==> src/rtl/arb_pkg.sv <==
// Shared encodings for the memory-port arbiter: FSM states and requester IDs.
package arb_pkg;

    typedef enum logic [1:0] {
        IDLE   = 2'd0,
        ACCESS = 2'd1,
        RESP   = 2'd2
    } state_t;

    typedef logic owner_t;

    localparam owner_t OWN_CPU = 1'b0;
    localparam owner_t OWN_DMA = 1'b1;

endpackage

==> src/rtl/rr_pick2.sv <==
// Two-requester round-robin select: a tie goes to whoever was not served last.
module rr_pick2
    import arb_pkg::*;
(
    input  logic [1:0] req,        // indexed by owner ID
    input  owner_t     last_owner,
    output logic       valid,
    output owner_t     winner
);

    always_comb begin
        // NOTE: every output gets a default first so no path through the block can infer a latch.
        valid  = |req;
        winner = OWN_CPU;
        if (req == 2'b11) begin
            winner = ~last_owner;
        end else if (req[OWN_DMA]) begin
            winner = OWN_DMA;
        end
    end

endmodule

==> src/rtl/mem_port_arbiter.sv <==
// Shares one single-port memory between the CPU control unit and the DMA engine.
// Each granted access is latched, held on the memory for ACCESS_CYCLES, then completed.
module mem_port_arbiter
    import arb_pkg::*;
#(
    parameter int AW            = 8,
    parameter int DW            = 8,
    parameter int ACCESS_CYCLES = 1
) (
    input  logic          clock,
    input  logic          reset,
    input  logic          cpu_req,
    input  logic          cpu_we,
    input  logic [AW-1:0] cpu_addr,
    input  logic [DW-1:0] cpu_wdata,
    output logic          cpu_gnt,
    output logic          cpu_done,
    output logic [DW-1:0] cpu_rdata,
    input  logic          dma_req,
    input  logic          dma_we,
    input  logic [AW-1:0] dma_addr,
    input  logic [DW-1:0] dma_wdata,
    output logic          dma_gnt,
    output logic          dma_done,
    output logic [DW-1:0] dma_rdata,
    output logic [AW-1:0] mem_addr,
    output logic [DW-1:0] mem_wdata,
    output logic          mem_read,
    output logic          mem_write,
    input  logic [DW-1:0] mem_rdata,
    output logic          busy
);

    generate
        if (ACCESS_CYCLES < 1 || ACCESS_CYCLES > 15) begin : g_bad_cfg
            $error("mem_port_arbiter: ACCESS_CYCLES must lie in 1..15");
        end
    endgenerate

    localparam logic [3:0] CNT_LOAD = 4'(ACCESS_CYCLES - 1);

    state_t        state, state_next;
    logic [3:0]    cnt, cnt_next;
    owner_t        owner, last_owner;
    logic          we_l;
    logic [AW-1:0] addr_l;
    logic [DW-1:0] wdata_l;
    logic [DW-1:0] cpu_rdata_q, dma_rdata_q;
    logic          pick_valid;
    owner_t        pick_winner;
    logic          grant, last_beat;

    rr_pick2 u_pick (
        .req        ({dma_req, cpu_req}),
        .last_owner (last_owner),
        .valid      (pick_valid),
        .winner     (pick_winner)
    );

    always_comb begin
        state_next = state;
        cnt_next   = cnt;
        grant      = 1'b0;
        last_beat  = 1'b0;
        unique case (state)
            IDLE: begin
                if (pick_valid) begin
                    grant      = 1'b1;
                    cnt_next   = CNT_LOAD;
                    state_next = ACCESS;
                end
            end
            ACCESS: begin
                if (cnt == 4'd0) begin
                    last_beat  = 1'b1;
                    state_next = RESP;
                end else begin
                    cnt_next = cnt - 4'd1;
                end
            end
            RESP:    state_next = IDLE;
            default: state_next = IDLE;
        endcase
    end

    // NOTE: the async reset also clears both read-data holding registers, so no stale data survives it.
    always_ff @(posedge clock or posedge reset) begin
        if (reset) begin
            state       <= IDLE;
            cnt         <= 4'd0;
            owner       <= OWN_CPU;
            last_owner  <= OWN_DMA;
            we_l        <= 1'b0;
            addr_l      <= '0;
            wdata_l     <= '0;
            cpu_rdata_q <= '0;
            dma_rdata_q <= '0;
        end else begin
            // NOTE: non-blocking throughout so every register samples the pre-edge values.
            state <= state_next;
            cnt   <= cnt_next;
            if (grant) begin
                owner      <= pick_winner;
                last_owner <= pick_winner;
                we_l       <= (pick_winner == OWN_DMA) ? dma_we    : cpu_we;
                addr_l     <= (pick_winner == OWN_DMA) ? dma_addr  : cpu_addr;
                wdata_l    <= (pick_winner == OWN_DMA) ? dma_wdata : cpu_wdata;
            end
            // Writes leave the owner's read data untouched.
            if (last_beat && !we_l) begin
                if (owner == OWN_CPU) cpu_rdata_q <= mem_rdata;
                else                  dma_rdata_q <= mem_rdata;
            end
        end
    end

    assign busy      = (state != IDLE);
    assign cpu_gnt   = busy && (owner == OWN_CPU);
    assign dma_gnt   = busy && (owner == OWN_DMA);
    assign cpu_done  = (state == RESP) && (owner == OWN_CPU);
    assign dma_done  = (state == RESP) && (owner == OWN_DMA);
    assign mem_read  = (state == ACCESS) && !we_l;
    assign mem_write = (state == ACCESS) && we_l;
    assign mem_addr  = addr_l;
    assign mem_wdata = wdata_l;
    assign cpu_rdata = cpu_rdata_q;
    assign dma_rdata = dma_rdata_q;

endmodule

==> config.mk <==
export PLATFORM = sky130hd
export DESIGN_NAME = mem_port_arbiter
export DESIGN_NICKNAME = d
export VERILOG_FILES = /design/src/rtl/arb_pkg.sv /design/src/rtl/rr_pick2.sv /design/src/rtl/mem_port_arbiter.sv
export SDC_FILE = /design/constraint.sdc
export NUM_CORES = 1
export LEC_CHECK = 0
export ABC_AREA = 1
export BUFFER_PORTS_ARGS = -buffer_cell sky130_fd_sc_hd__buf_4
export CAP_MARGIN = 20
export CORE_AREA = 2 2 68 70
export CTS_CLUSTER_DIAMETER = 80
export DETAILED_ROUTE_END_ITERATION = 12
export DIE_AREA = 0 0 70 72
export PLACE_DENSITY = 0.81
export SLEW_MARGIN = 20
export SYNTH_ARGS = -nofsm -noshare
export SYNTH_HDL_FRONTEND = slang
export SYNTH_HIERARCHICAL = 1
export SYNTH_SLANG_ARGS = --single-unit
==> constraint.sdc <==
create_clock -name clock -period 1.7 [get_ports clock]
set_input_delay 0.34 -clock clock [delete_from_list [all_inputs] [get_ports clock]]
set_output_delay 0.34 -clock clock [all_outputs]
set_load 0.05 [all_outputs]
==> summary.md <==
| Metric | Value |
|---|---|
| Largest net degree at the start of global routing | `42` |
| Sequential area share after synthesis | `52.7%` |
| DRT Wirelength | `4390 um` |
| Slowest cell on crit path | `dfrtp_1` |
| Initial Util | `45.7%` |
| Nets | `between 300 and 400` |
| Crit path kind | `register to output port` |
| Gpl congestion | `0.843` |
| Worst Skew | `8.48 ps` |
| Mapped cell area | `0.00195 mm^2` |
| Grt ovf | `0` |
| Setup crit end kind | `output port` |
| Vias per cell | `around 4.7` |
| CP max stage delay | `about 410 ps` |
| Yosys cell types | `26` |
| Post-DP HPWL | `3360 um` |
| Crit path buf inv count | `3` |
| First-pass GRT wire length | `7690 um` |
| Fmax | `0.618 GHz` |
| # IOs | `85` |
| Worst Path Required | `1360 ps` |
| Worst setup SP type | `register` |
| Clock transition at path regs | `80 ps` |
| CTS Root Cell | `clkbuf_8` |
| Worst r2r src | `cnt[0]$_DFFE_PP0P_` |
| # diodes | `0` |
| RSZ-0062 raised after global routing | `false` |
| Delay-heaviest family, CP | `flip-flops` |
| Worst slew pin tran | `around 500 ps` |
| Outcome | `finished clean` |
| Clk sink count | `41` |
| Period utilisation layout | `95.2%` |
| Die height | `between 70 and 80 um` |
| Final slew viol count | `0` |
| Die Wd | `around 70 um` |
| Post-Syn Nets | `~290` |
| Initial drt markers | `97` |
| Pwr dens | `2270 mW/mm^2` |
| Synth warnings | `6` |
| Worst R2R End | `dma_rdata[2]$_DFFE_PP0P_` |
| Final WS setup | `82.0 ps` |
| Mapped Cells | `239` |
| Routed via count | `1,800` |
| Slew margin rel. | `66.9%` |
| # H-tree levels | `2` |
| Antenna viol nets, final | `0` |
| R2r setup slk | `180 ps` |
| Drt wl/cell | `11.6 um` |
| P&R area growth vs syn | `40.9%` |
| Layout cells sized above 1 | `34.6%` |
| WP data arrival | `roughly 1300 ps` |
| Number of global-route vias before repair | `1,776` |
| Leak | `1.52 nW` |
| Core area | `0.00426 mm^2` |
| Max-cap violations | `0` |
| Fin. Hold Viols | `0` |
| Global Route Usage Sum | `18.9%` |
| CTS tree | `built` |
| Cell Chain, Critical Path | `inv_2 -> nor2_4 -> inv_1 -> nor2_2 -> buf_6` |
| Syn_area_per_cell | `8.15 um^2` |
| Die area | `roughly 0.005 mm^2` |
| Clk Latency, worst-skew pair | `290 ps` |
| Initial antenna violation count | `0` |
| Reg2reg path depth | `7` |
| Crit Path Max Fanout | `3` |
| Total CTS buffers | `5` |
| CP Depth | `5` |
| Drt drc | `0` |
| Final setup TNS | `0 ps` |
| Max IR drop VDD | `0.914 mV` |
| DRT Pass-1 Iters | `5` |
| Tightest Hold Check Type | `primary input to async pin` |
| Number of buffers added on ports | `84` |
| Pre-CTS setup slack | `194 ps` |
| Finish-stage setup viols | `0` |
| # rows | `24` |
| Tmin final | `1620 ps` |
| Clock Tree Buf Depth | `2` |
| Synth Register Bits | `41` |
-- layout make-up --
type                            count  area (um^2)
Clock buffer                        8         90.1
Fill cell                         374         1520
Inverter                           31          116
Multi-Input combinational cell    156          747
Sequential cell                    41         1030
Tap cell                           52         65.1
Timing Repair Buffer               91          699
-- stage by stage --
stage	area [um^2]	hold WS, ps	total power, mW	util (%)	instances
after detailed placement	2640	462	5.58	61.9	370
after CTS	2730	186	6.24	64.1	378
final	2750	172	6.22	64.4	379
after floorplan	1960	444	4.47	-	239
after global routing	2750	233	6.63	64.4	379
after global placement	2640	459	5.49	61.9	370
-- report_power, final --
part           internal (mW)  total (mW)  switching, mW
clock network          0.331       0.644          0.313
logic                   1.14        3.82           2.68
registers               1.46        1.75          0.294
-- tightest hold or removal path, stage by stage --
cell and delay (ps):
buf_4 110, inv_1 40, buf_4 420
-- registers in the layout, indices dropped and copies added, names as in the netlist --
register	flops
cpu_rdata	8
dma_rdata	8
mem_addr	8
mem_wdata	8
cnt	4
state	2
last_owner	1
owner	1
we_l	1
-- cell usage after synthesis --
library cell,number,area share (%)
o211ai_1,1,0.39
dfstp_2,1,1.3
dfrtp_1,40,51
or2_1,1,0.32
inv_2,4,0.77
nor2_8,1,1.0
clkbuf_2,1,0.26
or2_0,1,0.32
xor2_1,1,0.45
nand3_2,1,0.51
clkbuf_1,2,0.39
buf_6,3,1.7
o21ai_1,17,4.4
nand2_2,3,0.96
o21ai_0,19,4.9
nand2_1,76,15
nor2_1,6,1.2
inv_1,27,5.2
buf_2,4,1.0
a21oi_1,1,0.26
buf_4,1,0.39
ha_1,1,0.64
nor3_1,2,0.51
nand3_1,23,5.9
nand2_4,1,0.58
nor2_4,1,0.58
-- how the worst max path moves through the flow --
| stage | start | endpoint | slack, ps |
|---|---|---|---|
| after CTS | state[0]$_DFFE_PP0P_ | mem_write | 20 |
| after floorplan | state[0]$_DFFE_PP0P_ | cpu_gnt | -60 |
| after global placement | cnt[0]$_DFFE_PP0P_ | dma_rdata[1]$_DFFE_PP0P_ | 260 |
| after global routing | state[0]$_DFFE_PP0P_ | mem_write | 20 |
| final | state[0]$_DFFE_PP0P_ | mem_write | 80 |
| after detailed placement | cnt[0]$_DFFE_PP0P_ | dma_rdata[2]$_DFFE_PP0P_ | 190 |
-- logic make-up (layout without fill, tap and decap cells) --
group / count (synthesis) / after routing / synth area share (%)
AO/OA/AOI/OAI: 38 / 38 / 9.89
adder cells (fa/ha/maj): 1 / 1 / 0.642
flip-flops: 41 / 41 / 52.7
XOR/XNOR: 1 / 1 / 0.450
buffers and inverters: 42 / 130 / 9.76
AND/OR/NAND/NOR: 116 / 116 / 26.5
-- placed cells by master, fill, tap and decap left out --
cell and count:
buf_4 89, dfrtp_1 40, o21ai_0 19, or2_1 1
clkbuf_1 2, inv_2 4, o211ai_1 1, ha_1 1
o21ai_1 17, nand3_1 23, nor2_8 1, nor2_1 5
nand2_4 1, inv_1 27, nand3_2 1, clkbuf_8 6
dfstp_2 1, nor3_2 2, xor2_1 1, or2_0 1
buf_12 1, buf_6 1, a21oi_2 1, nor2_2 1
nand2_1 76, nand2_2 3, nor2_4 1
-- timing repair --
action | 4_1_cts | 5_1_grt
hold buffers | 0 | 0
setup buffers | 0 | 1
setup endpoints to repair | 0 | 1
resized for setup | 0 | 2
-- metal layers --
layer  routed length (um)  up-vias  GRT usage [%]
met5                    0        -              0
met4                   56        0           6.84
met3                  365        7           5.83
met2                 2200       70           32.4
met1                 1760      805           22.7
li1                     -      918              -
Note: power is estimated with default switching activity, not from simulation.
